==> config.mk <==
export PLATFORM = sky130hd
export DESIGN_NAME = ex_cond_stage
export DESIGN_NICKNAME = d
export VERILOG_FILES = /design/src/rtl/cpu_pkg.sv /design/src/rtl/cond_check.sv /design/src/rtl/ex_cond_stage.sv
export SDC_FILE = /design/constraint.sdc
export NUM_CORES = 1
export LEC_CHECK = 0
export ABC_AREA = 1
export BUFFER_PORTS_ARGS = -buffer_cell sky130_fd_sc_hd__buf_2
export CAP_MARGIN = 20
export CORE_MARGIN = 10
export CORE_UTILIZATION = 44
export CTS_CLUSTER_SIZE = 30
export DETAILED_ROUTE_END_ITERATION = 12
export GPL_TIMING_DRIVEN = 0
export PLACE_DENSITY = 0.72
export SETUP_SLACK_MARGIN = 0.4
export SLEW_MARGIN = 20
export SYNTH_ARGS = -nofsm -noshare
export SYNTH_HDL_FRONTEND = slang
export SYNTH_HIERARCHICAL = 1
export SYNTH_SLANG_ARGS = --single-unit
export TNS_END_PERCENT = 30
==> constraint.sdc <==
create_clock -name clk -period 3.6 [get_ports clk]
set_input_delay 1.08 -clock clk [delete_from_list [all_inputs] [get_ports clk]]
set_output_delay 1.08 -clock clk [all_outputs]
set_load 0.03 [all_outputs]
==> src/rtl/cpu_pkg.sv <==
// Shared CPU definitions: condition codes, NZCV bit positions and the
// execute-stage control word with its bubble value.
package cpu_pkg;

  localparam logic [3:0] COND_EQ = 4'b0000;
  localparam logic [3:0] COND_NE = 4'b0001;
  localparam logic [3:0] COND_CS = 4'b0010;
  localparam logic [3:0] COND_CC = 4'b0011;
  localparam logic [3:0] COND_MI = 4'b0100;
  localparam logic [3:0] COND_PL = 4'b0101;
  localparam logic [3:0] COND_VS = 4'b0110;
  localparam logic [3:0] COND_VC = 4'b0111;
  localparam logic [3:0] COND_HI = 4'b1000;
  localparam logic [3:0] COND_LS = 4'b1001;
  localparam logic [3:0] COND_GE = 4'b1010;
  localparam logic [3:0] COND_LT = 4'b1011;
  localparam logic [3:0] COND_GT = 4'b1100;
  localparam logic [3:0] COND_LE = 4'b1101;
  localparam logic [3:0] COND_AL = 4'b1110;

  localparam int FLAG_N = 3;
  localparam int FLAG_Z = 2;
  localparam int FLAG_C = 1;
  localparam int FLAG_V = 0;

  // ALU control lives outside the struct so its width can stay a module parameter.
  typedef struct packed {
    logic       pcs;
    logic       reg_w;
    logic       mem_w;
    logic       mem_to_reg;
    logic       alu_src;
    logic [1:0] flag_w;
    logic       branch;
    logic [3:0] cond;
  } ctrl_t;

  localparam ctrl_t CTRL_BUBBLE = '{
    pcs: 1'b0, reg_w: 1'b0, mem_w: 1'b0, mem_to_reg: 1'b0,
    alu_src: 1'b0, flag_w: 2'b00, branch: 1'b0, cond: COND_AL
  };

endpackage

==> src/rtl/cond_check.sv <==
// Combinational evaluation of a 4-bit condition field against NZCV flags.
module cond_check
  import cpu_pkg::*;
(
  input  logic [3:0] cond,
  input  logic [3:0] flags,
  output logic       cond_ex
);

  logic n, z, c, v;

  assign n = flags[FLAG_N];
  assign z = flags[FLAG_Z];
  assign c = flags[FLAG_C];
  assign v = flags[FLAG_V];

  always_comb begin
    cond_ex = 1'b1;
    case (cond)
      COND_EQ: cond_ex = z;
      COND_NE: cond_ex = ~z;
      COND_CS: cond_ex = c;
      COND_CC: cond_ex = ~c;
      COND_MI: cond_ex = n;
      COND_PL: cond_ex = ~n;
      COND_VS: cond_ex = v;
      COND_VC: cond_ex = ~v;
      COND_HI: cond_ex = c & ~z;
      COND_LS: cond_ex = ~c | z;
      COND_GE: cond_ex = (n == v);
      COND_LT: cond_ex = (n != v);
      COND_GT: cond_ex = ~z & (n == v);
      COND_LE: cond_ex = z | (n != v);
      COND_AL: cond_ex = 1'b1;
      default: cond_ex = 1'b1; // 1111 behaves as always
    endcase
  end

endmodule

==> src/rtl/ex_cond_stage.sv <==
// ID/EX control register, NZCV flags register and condition-based gating
// of side-effecting controls in the execute stage.
module ex_cond_stage
  import cpu_pkg::*;
#(
  parameter int ALU_CTRL_W = 2,
  parameter int COND_W     = 4
) (
  input  logic                  clk,
  input  logic                  rst_n,
  input  logic                  stall_e,
  input  logic                  flush_e,
  input  logic                  pcs_d,
  input  logic                  reg_w_d,
  input  logic                  mem_w_d,
  input  logic                  mem_to_reg_d,
  input  logic                  alu_src_d,
  input  logic [ALU_CTRL_W-1:0] alu_ctrl_d,
  input  logic [1:0]            flag_w_d,
  input  logic                  branch_d,
  input  logic [COND_W-1:0]     cond_d,
  input  logic [3:0]            alu_flags_e,
  output logic                  pc_src_e,
  output logic                  reg_write_e,
  output logic                  mem_write_e,
  output logic                  branch_taken_e,
  output logic                  mem_to_reg_e,
  output logic                  alu_src_e,
  output logic [ALU_CTRL_W-1:0] alu_ctrl_e,
  output logic                  cond_ex_e,
  output logic [3:0]            flags_q
);

  ctrl_t                 ctrl_reg;
  ctrl_t                 ctrl_next;
  logic [ALU_CTRL_W-1:0] alu_ctrl_reg;
  logic [3:0]            flags_reg;
  logic                  commit;

  assign ctrl_next = '{
    pcs: pcs_d, reg_w: reg_w_d, mem_w: mem_w_d, mem_to_reg: mem_to_reg_d,
    alu_src: alu_src_d, flag_w: flag_w_d, branch: branch_d, cond: cond_d
  };

  // The instruction in E takes effect only if its condition passes and it is not stalled.
  assign commit = cond_ex_e & ~stall_e;

  always_ff @(posedge clk) begin
    if (!rst_n) begin
      ctrl_reg     <= CTRL_BUBBLE;
      alu_ctrl_reg <= '0;
      flags_reg    <= 4'b0000;
    end else begin
      if (flush_e) begin
        ctrl_reg     <= CTRL_BUBBLE;
        alu_ctrl_reg <= '0;
      end else if (!stall_e) begin
        ctrl_reg     <= ctrl_next;
        alu_ctrl_reg <= alu_ctrl_d;
      end
      // A flush only discards the incoming instruction; the one leaving E still commits.
      if (commit) begin
        if (ctrl_reg.flag_w[1]) flags_reg[FLAG_N:FLAG_Z] <= alu_flags_e[FLAG_N:FLAG_Z];
        if (ctrl_reg.flag_w[0]) flags_reg[FLAG_C:FLAG_V] <= alu_flags_e[FLAG_C:FLAG_V];
      end
    end
  end

  cond_check u_cond_check (
    .cond    (ctrl_reg.cond),
    .flags   (flags_reg),
    .cond_ex (cond_ex_e)
  );

  assign pc_src_e       = ctrl_reg.pcs    & commit;
  assign reg_write_e    = ctrl_reg.reg_w  & commit;
  assign mem_write_e    = ctrl_reg.mem_w  & commit;
  assign branch_taken_e = ctrl_reg.branch & commit;
  assign mem_to_reg_e   = ctrl_reg.mem_to_reg;
  assign alu_src_e      = ctrl_reg.alu_src;
  assign alu_ctrl_e     = alu_ctrl_reg;
  assign flags_q        = flags_reg;

endmodule

### Yosys cells after proc, flatten, opt, wreduce, memory -nomap -nowiden

Index checks and enable logic that the tools add are counted.

| operators by class | value |
|---|---|
| equal/unequal tests | 15 |
| muxes and demuxes | 1 |
| bitwise logic cells | 15 |
| reductions and logical operators | 4 |

Operator list:

| kind | count |
|---|---|
| 4-bit equality test, second input constant | 6 |
| 4-bit by 3-bit equality test with 1-bit output, second input constant | 4 |
| 1-bit case mux with 14 select lines | 1 |
| 4-bit by 2-bit equality test with 1-bit output, second input constant | 2 |
| 1-bit AND | 7 |
| 1-bit inverter | 6 |
| 4-bit by 1-bit equality test with 1-bit output, second input constant | 1 |
| 4-bit zero test | 1 |
| 2-bit AND reduction | 2 |
| 1-bit bitwise OR | 2 |
| 2-bit OR reduction | 1 |
| 1-bit equality test | 1 |
| 1-bit inequality test | 1 |

| word-level totals | value |
|---|---|
| flip-flop bits (word level) | 18 |
| input bits | 22 |
| output and inout port bits | 13 |

### Logic depth before layout (Yosys ltp)

Gate-level depths: netlist (run 1).

| depth | value |
|---|---|
| depth in word-level cells | 5 |
| depth in mapped cells | 12 |
| gate-level depth less buffers | 12 |

### By module

Netlist (run 1), hierarchy kept.

By module, submodules not included:

| module | times used | cells an instance | area each (um^2) | seq. area each (um^2) |
|---|---|---|---|---|
| ex_cond_stage | 1 | 98 | 735.7 | 360.3 |
| cond_check | 1 | 50 | 205.2 | 0.0 |

### Worst setup path after synthesis (run 1)

Ideal clock, no wire load.

| timing | value |
|---|---|
| kind | reg2out |
| from | register flags_reg[0], in the netlist flags_q[0] |
| to | output branch_taken_e |
| arrival | 1.836 ns |
| path slack | 0.684 ns |
| stages on the path, launching flop included | 9 |
| buffers on the path | 0 |
| cell sequence | dfxtp_1 -> inv_1 -> nand2_1 -> nand3_1 -> a21oi_1 -> nor2_1 -> nand2_1 -> nand2_1 -> nor2_1 |

| on the way | value |
|---|---|
| longest elaborated chain between the ends | 5 |

RTL lines:

| what | line | text |
|---|---|---|
| start: declaration | ex_cond_stage.sv:37 | `logic [3:0] flags_reg;` |
| start signal: indexed assignment | ex_cond_stage.sv:63 | `if (ctrl_reg.flag_w[1]) flags_reg[FLAG_N:FLAG_Z] <= alu_flags_e[FLAG_N:FLAG_Z];` |
| start signal: indexed assignment | ex_cond_stage.sv:64 | `if (ctrl_reg.flag_w[0]) flags_reg[FLAG_C:FLAG_V] <= alu_flags_e[FLAG_C:FLAG_V];` |
| 1-bit inequality test or 1-bit equality test (tied branches) | n/a |  |
| 1-bit bitwise OR or 1-bit AND (tied branches) | cond_check.sv:33, cond_check.sv:32 |  |
| 1-bit case mux with 14 select lines * | cond_check.sv:19 | `case (cond)` |
| net cond_ex_e | ex_cond_stage.sv:30 | `output logic cond_ex_e,` |
| 1-bit AND * | ex_cond_stage.sv:46 | `assign commit = cond_ex_e & ~stall_e;` |
| 1-bit AND * | ex_cond_stage.sv:78 | `assign branch_taken_e = ctrl_reg.branch & commit;` |
| end: declaration | ex_cond_stage.sv:26 | `output logic branch_taken_e,` |

Mark *: on every way through the listed nets, which the timed path passes. The rest lies on a longest branch.

### Worst setup path in the final report (run 1)

| timing | value |
|---|---|
| from | register ctrl_reg[3] (netlist name) |
| to | output branch_taken_e |

| on the way | value |
|---|---|
| longest elaborated chain between the ends | 4 |

RTL lines:

| what | line | text |
|---|---|---|
| start: declaration | ex_cond_stage.sv:34 | `ctrl_t ctrl_reg;` |
| start signal: assignment | ex_cond_stage.sv:58 | `ctrl_reg <= ctrl_next;` |
| 4-bit equality test (tied with other cells) | cond_check.sv:19 |  |
| 1-bit case mux with 14 select lines * | cond_check.sv:19 |  |
| 1-bit AND * | ex_cond_stage.sv:46 |  |
| 1-bit AND * | ex_cond_stage.sv:78 |  |

Every way passes the cells marked *; elsewhere a longest branch is shown, timed or not.

==> parameters.txt, run 1 <==
Parameter                              Value

CTS
  Post-CTS Resized ... 0
  Buffers inserted during post-CTS setup optimization ... 0
  Hold_buf cts ... 0
  Max Buffers Root-to-Sink ... 2
  Buffer type at the clock tree root ... sky130_fd_sc_hd__clkbuf_4
  Source-to-sink clock delay at the later pin of the worst-skew pair ... 0.29 ns
  TritonCTS Sinks ... 18
  Reg clk slew, reported paths ... 0.10 ns
  TritonCTS buffer count ... 3
  TritonCTS clock tree ... yes
  Htree depth ... 1

Setup path
  Largest stage delay, worst path ... 0.46 ns
  Bufs and invs on worst path ... 2
  Launch point of the critical path ... ctrl_reg[3]
  Worst Reg2Reg Path Length in Cells ... 12
  Critical path class ... flop to output port
  Element type at the critical path start ... flop
  Critical Path, Cell by Cell ... inv_1 > nor2_1 > nand2_1 > nor2_1 > nand2_1 > nand2_1 > nor2_1 > nand2_1 > nand2_1 > nor2_1 > buf_2
  Worst reg2reg path endpoint ... flags_q[1]
  Critical Path Slowest Stage Cell ... sky130_fd_sc_hd__dfxtp_1
  End point of the critical path ... branch_taken_e
  Startpoint of the worst-slack reg-to-reg timing path ... ctrl_reg[3]
  Critical Path RT ... 2.52 ns
  Cell repeated most along the worst path ... sky130_fd_sc_hd__nand2_1
  Reg-to-reg slack, setup ... 2.07 ns
  Critical path endpoint category ... output port
  Maximum fanout encountered on the critical timing path ... 7
  Crit. path cell count ... 11
  Arrival time of data at the critical path endpoint ... 1.83 ns
  Crit-path leading delay family ... simple AND/OR/NAND/NOR gates

Yosys
  Number of synthesized register bits ... 18
  Syn_area_per_cell ... 6.36 um^2
  Number of nets produced by synthesis ... 170
  Number of library cell types mapped by synthesis ... 12
  Fraction of the yosys area taken by sequential cells ... 38.3%
  Count of mapped cells out of synthesis ... 148
  Number of warning messages in the yosys log ... 6
  Mapped cell area ... 941 um^2

STA
  Finish-stage setup viols ... 0
  Slew @ Worst Pin ... 0.278 ns
  Slew Viols, Final ... 0
  Headroom to the max-slew limit ... 81.5%
  Hold WS ... 0.483 ns
  Final worst path period share ... 80.8%
  Worst Clk Skew ... 0.00428 ns
  Achievable frequency ... 344 MHz
  Final setup TNS ... 0 ns
  Fin. Hold Viols ... 0
  Unrepaired setup endpoints after global routing ... false
  Post-layout minimum cycle time ... 2.91 ns

Drt
  Detail Route Antenna Nets ... 0
  Number of DRC violations after detailed-routing iteration 0 ... 46
  Number of iterations in the first detailed-routing pass ... 4
  Total Wirelength ... 2.49 mm
  Wire per inst ... 11.7 um
  Total DRC errors in the routed layout ... 0
  Detail-routed via count per cell ... 4.73
  Vias after detailed routing ... 1008

Finish
  Fill cell total of the finished layout ... 204
  Commonest cells after routing, fill and taps aside ... 56 x sky130_fd_sc_hd__nand2_1, 36 x sky130_fd_sc_hd__buf_2, 21 x sky130_fd_sc_hd__nor2_1
  Post-route cell area ... 1180 um^2
  Commonest non-fill, non-tap cell in the layout ... sky130_fd_sc_hd__nand2_1
  Number of flip-flops under the largest register name ... 10
  Final std cells w/o fill ... 213
  Area Growth Syn to Fin ... 25.5%
  Fraction of layout instances using a drive strength above 1 ... 30.6%
  Antenna diode count ... 0
  NumNets Final ... 209

Placement
  Post-detailed-placement half-perimeter wirelength ... 2.00 mm
  Post-placement cell area ... 1140 um^2
  I/O Buffers ... 34
  Last weighted congestion value of the routability-driven placer ... 0.823
  Number of cells after detailed placement ... 209

Die
  Area of the placeable core ... 2000 um^2
  Die extent in y ... 66.2 um
  Area of the die ... 4390 um^2
  Initial core utilization ... 47.0%
  I/O pin count ... 35
  Die outline width ... 66.2 um
  Number of placement rows ... 16

Power
  Sw Share ... 27.9%
  Net switching power ... 113 uW
  Share of total power in the clock network ... 30.9%
  Power density cells ... 343 nW/um^2
  Share of power burned in registers ... 52.2%
  Maximum resistive drop on vdd ... 181 uV
  Leakage power ... 0.605 nW
  Internal power contribution ... 292 uW
  Comb power frac ... 16.9%
  Sum of internal, switching and leakage power ... 405 uW

Global routing
  Wire length of the first global-routing pass ... 4.24 mm
  Vias in the first global route ... 1010
  Initial antenna violation count ... 0
  Global routing usage summed across all routing layers ... 12.0%
  Total gr overflow ... 0
  Maximum number of pins on one net before global-route repair ... 11

Flow run
  Max capacitance violation total ... 0

Worst hold path
  Class of the worst hold path ... flop to flop
  Worst Hold Launch ... mem_to_reg_e
  Min-Delay Path Depth ... 2

Status
  Run status ... complete, no violations
## routing by layer
metal / up-vias / wire [um] / GRT usage [%]
met4: 0 / 26 / 5.50
met5: - / 0 / 0
met3: 4 / 136 / 4.58
met2: 20 / 1280 / 20.9
met1: 456 / 1050 / 12.4
li1: 528 / - / -
## worst register-to-register path, delay by kind of cell, from the launching register on
family,cells,cell delay [ns]
DFF,1,0.46
and+or+nand+nor,11,0.90
buffers and inverters,1,0.11
## area by class of cell
| type | instances | area, um^2 | share of cell area (%) |
|---|---|---|---|
| plain buffers | 3 | 21.3 | 1.80 |
| clock buffers | 4 | 36.3 | 3.07 |
| inverters | 20 | 75.1 | 6.36 |
| multi-input cells | 107 | 484 | 41.0 |
| flip-flops and latches | 18 | 360 | 30.5 |
| well taps | 27 | 33.8 | 2.86 |
| repair buffers | 34 | 170 | 14.4 |
## how the worst min path moves through the flow
stage and end:
2_1_floorplan ctrl_reg[5], 3_3_place_gp ctrl_reg[5], 3_5_place_dp mem_to_reg_e, 4_1_cts alu_ctrl_e[0]
5_1_grt alu_ctrl_e[0], 6_report mem_to_reg_e
## cells in the mapped netlist, drive strengths merged
library cell  instances  share of area (%)
nand3                13                6.9
nand2                57                 23
buf                   3                2.3
inv                  20                8.0
a21oi                15                 12
nor2                 22                9.6
dfxtp                18                 38
## cell families after synthesis
family | count (synthesis) | synth area share, %
DFF | 18 | 38.3
AOI/OAI and AO/OA | 15 | 12.0
and+or+nand+nor | 92 | 39.5
buffers and inverters | 23 | 10.2
## per-stage QoR
step | utilization, % | worst slack [ns]
finish | 59.0 | 0.693
global route | 59.0 | 0.515
CTS | 59.0 | 0.713
detailed placement | 57.2 | 0.730
global placement | 57.2 | 0.753
floorplan | - | 0.684
## power by group through the flow
stage          clock [mW]  sequential (mW)  combinational, mW
2_1_floorplan           0            0.220             0.0390
3_3_place_gp            0            0.216             0.0662
3_5_place_dp            0            0.216             0.0684
4_1_cts             0.130            0.212             0.0687
5_1_grt             0.135            0.213             0.0761
6_report            0.125            0.212             0.0683
Note: power is estimated with default switching activity, not from simulation.
==> run 2, diff against run 1 <==
Clock period 3.6 ns to 2.9 ns, I/O delays scaled along.
==> parameters.txt, run 2 (synthesis gave the netlist of run 1 again) <==
Parameter                              Value

Global routing
  Total gr overflow ... 0
  Met3 Use GR ... 3.39%
  Initial antenna violation count ... 0
  Vias in the first global route ... 1012
  Wire length of the first global-routing pass ... 4.15 mm
  Global routing usage summed across all routing layers ... 12.0%
  Maximum number of pins on one net before global-route repair ... 11
  Met1 capacity usage during global routing ... 12.6%
  Fraction of met2 tracks used by global routing ... 20.7%
  Grt peak-use layer ... met2

Drt
  Number of DRC violations after detailed-routing iteration 0 ... 33
  Number of iterations in the first detailed-routing pass ... 4
  Detail Route Antenna Nets ... 0
  Total Wirelength ... 2.49 mm
  Detail-routed via count per cell ... 4.62
  Vias after detailed routing ... 989
  Wire per inst ... 11.6 um
  Total DRC errors in the routed layout ... 0

Setup path
  Startpoint of the worst-slack reg-to-reg timing path ... ctrl_reg[2]
  Element type at the critical path start ... flop
  Reg-to-reg slack, setup ... 1.38 ns
  Maximum fanout encountered on the critical timing path ... 6
  Worst reg2reg path endpoint ... flags_q[0]
  Launch point of the critical path ... ctrl_reg[2]
  Critical Path RT ... 2.03 ns
  Worst Reg2Reg Path Length in Cells ... 11
  Critical Path, Cell by Cell ... nand2_1 > inv_1 > nand3_1 > a21oi_1 > nor2_2 > nand2_2 > nand2_4 > nor2_4 > buf_6
  Critical Path Slowest Stage Cell ... sky130_fd_sc_hd__dfxtp_4
  Critical path class ... flop to output port
  Crit. path cell count ... 9
  Crit-path leading delay family ... simple AND/OR/NAND/NOR gates
  Critical path endpoint category ... output port
  Largest stage delay, worst path ... 0.38 ns
  Bufs and invs on worst path ... 2
  Arrival time of data at the critical path endpoint ... 1.62 ns

Die
  Area of the placeable core ... 2000 um^2
  Area of the die ... 4390 um^2
  Die extent in y ... 66.2 um
  Number of placement rows ... 16
  Die outline width ... 66.2 um
  I/O pin count ... 35
  Initial core utilization ... 47.0%

CTS
  TritonCTS buffer count ... 3
  Hold_buf cts ... 0
  Max Buffers Root-to-Sink ... 2
  Htree depth ... 1
  TritonCTS Sinks ... 18
  Reg clk slew, reported paths ... 0.10 ns
  TritonCTS clock tree ... yes
  Source-to-sink clock delay at the later pin of the worst-skew pair ... 0.30 ns
  Buffer type at the clock tree root ... sky130_fd_sc_hd__clkbuf_4

Worst hold path
  Terminating pin of the worst hold path ... ctrl_reg[5]
  Min-Delay Path Depth ... 2
  Class of the worst hold path ... flop to flop
  Worst Hold Launch ... ctrl_reg[5]

Finish
  Antenna diode count ... 0
  Post-route cell area ... 1270 um^2
  NumNets Final ... 211
  Number of flip-flops under the largest register name ... 10
  Area Growth Syn to Fin ... 35.5%
  Commonest cells after routing, fill and taps aside ... 54 x sky130_fd_sc_hd__nand2_1, 32 x sky130_fd_sc_hd__buf_2, 16 x sky130_fd_sc_hd__inv_1, 16 x sky130_fd_sc_hd__nor2_1, 13 x sky130_fd_sc_hd__nand3_1
  Multi-input gate area in the final layout ... 527 um^2
  Sequential Area ... 385 um^2
  Fill cell total of the finished layout ... 192
  Fraction of layout instances using a drive strength above 1 ... 39.0%
  Layout Utilization ... 63.7%
  Commonest non-fill, non-tap cell in the layout ... sky130_fd_sc_hd__nand2_1

STA
  Final setup TNS ... 0 ns
  Fin. Hold Viols ... 0
  Finish-stage setup viols ... 0
  Slew @ Worst Pin ... 0.180 ns
  Headroom to the max-slew limit ... 88.0%
  Worst Clk Skew ... 0.00552 ns
  Achievable frequency ... 402 MHz
  Slew Viols, Final ... 0
  Post-layout minimum cycle time ... 2.49 ns
  Unrepaired setup endpoints after global routing ... true
  Final worst path period share ... 85.8%
  Hold WS ... 0.467 ns

Power
  Leakage power ... 0.617 nW
  Maximum resistive drop on vdd ... 257 uV
  Power density cells ... 377 nW/um^2

Flow run
  Max capacitance violation total ... 0

Placement
  I/O Buffers ... 34
  Post-placement cell area ... 1180 um^2
  Last weighted congestion value of the routability-driven placer ... 0.799
  Post-detailed-placement half-perimeter wirelength ... 1.95 mm

Status
  Run status ... complete, no violations
==> run 2: cell count changes in the layout (fill, tap and decap cells not counted), moves of 4 or more <==
cell                      previous run  this run
sky130_fd_sc_hd__buf_2              36        32
sky130_fd_sc_hd__buf_6               1         5
sky130_fd_sc_hd__dfxtp_1            18        10
sky130_fd_sc_hd__dfxtp_4             0         6
sky130_fd_sc_hd__nor2_1             21        16
sky130_fd_sc_hd__nor2_4              1         5
==> run 2: stage by stage <==
step	std cells	power [mW]	setup WS (ns)
CTS	212	0.484	0.407
floorplan	148	0.327	0.534
global route	214	0.508	0.311
finish	214	0.481	0.411
global placement	209	0.356	0.429
detailed placement	209	0.359	0.421
==> run 2: tightest hold or removal path, cell delays in order, from the launching register on <==
cell and delay [ns]:
sky130_fd_sc_hd__dfxtp_1 0.32, sky130_fd_sc_hd__nand2_1 0.06, sky130_fd_sc_hd__a21oi_1 0.05
==> run 2: repair_timing <==
action / in CTS / in global routing
setup endpoints to repair: 4 / 5
pin swaps: 1 / 3
setup buffers: 0 / 2
resized for setup: 13 / 9
hold endpoints to repair: 0 / 0
==> run 2: final cells by class <==
| type | instances | area share, % |
|---|---|---|
| buffer | 3 | 1.67 |
| clock buffer | 3 | 1.77 |
| inverter | 20 | 5.89 |
| multi-input combinational | 107 | 41.3 |
| sequential | 18 | 30.2 |
| tap | 27 | 2.65 |
| timing repair buffer | 36 | 16.5 |
==> run 2: worst max-delay path by stage <==
stage | endpoint | slack [ns]
after floorplan | branch_taken_e | 0.53
after global placement | pc_src_e | 0.43
after detailed placement | mem_write_e | 0.42
after CTS | branch_taken_e | 0.41
after global routing | mem_write_e | 0.31
final | branch_taken_e | 0.41
==> run 2: metal layers <==
metal	up-vias	part of all wire, %
met5	-	0
met4	0	2.6
met3	7	4.6
met2	21	49
met1	428	44
li1	533	-
==> run 2: power by group <==
part	total, mW	internal (mW)	switching (mW)
sequential	0.259	0.252	0.00753
clock	0.126	0.0484	0.0772
combinational	0.0962	0.0368	0.0593
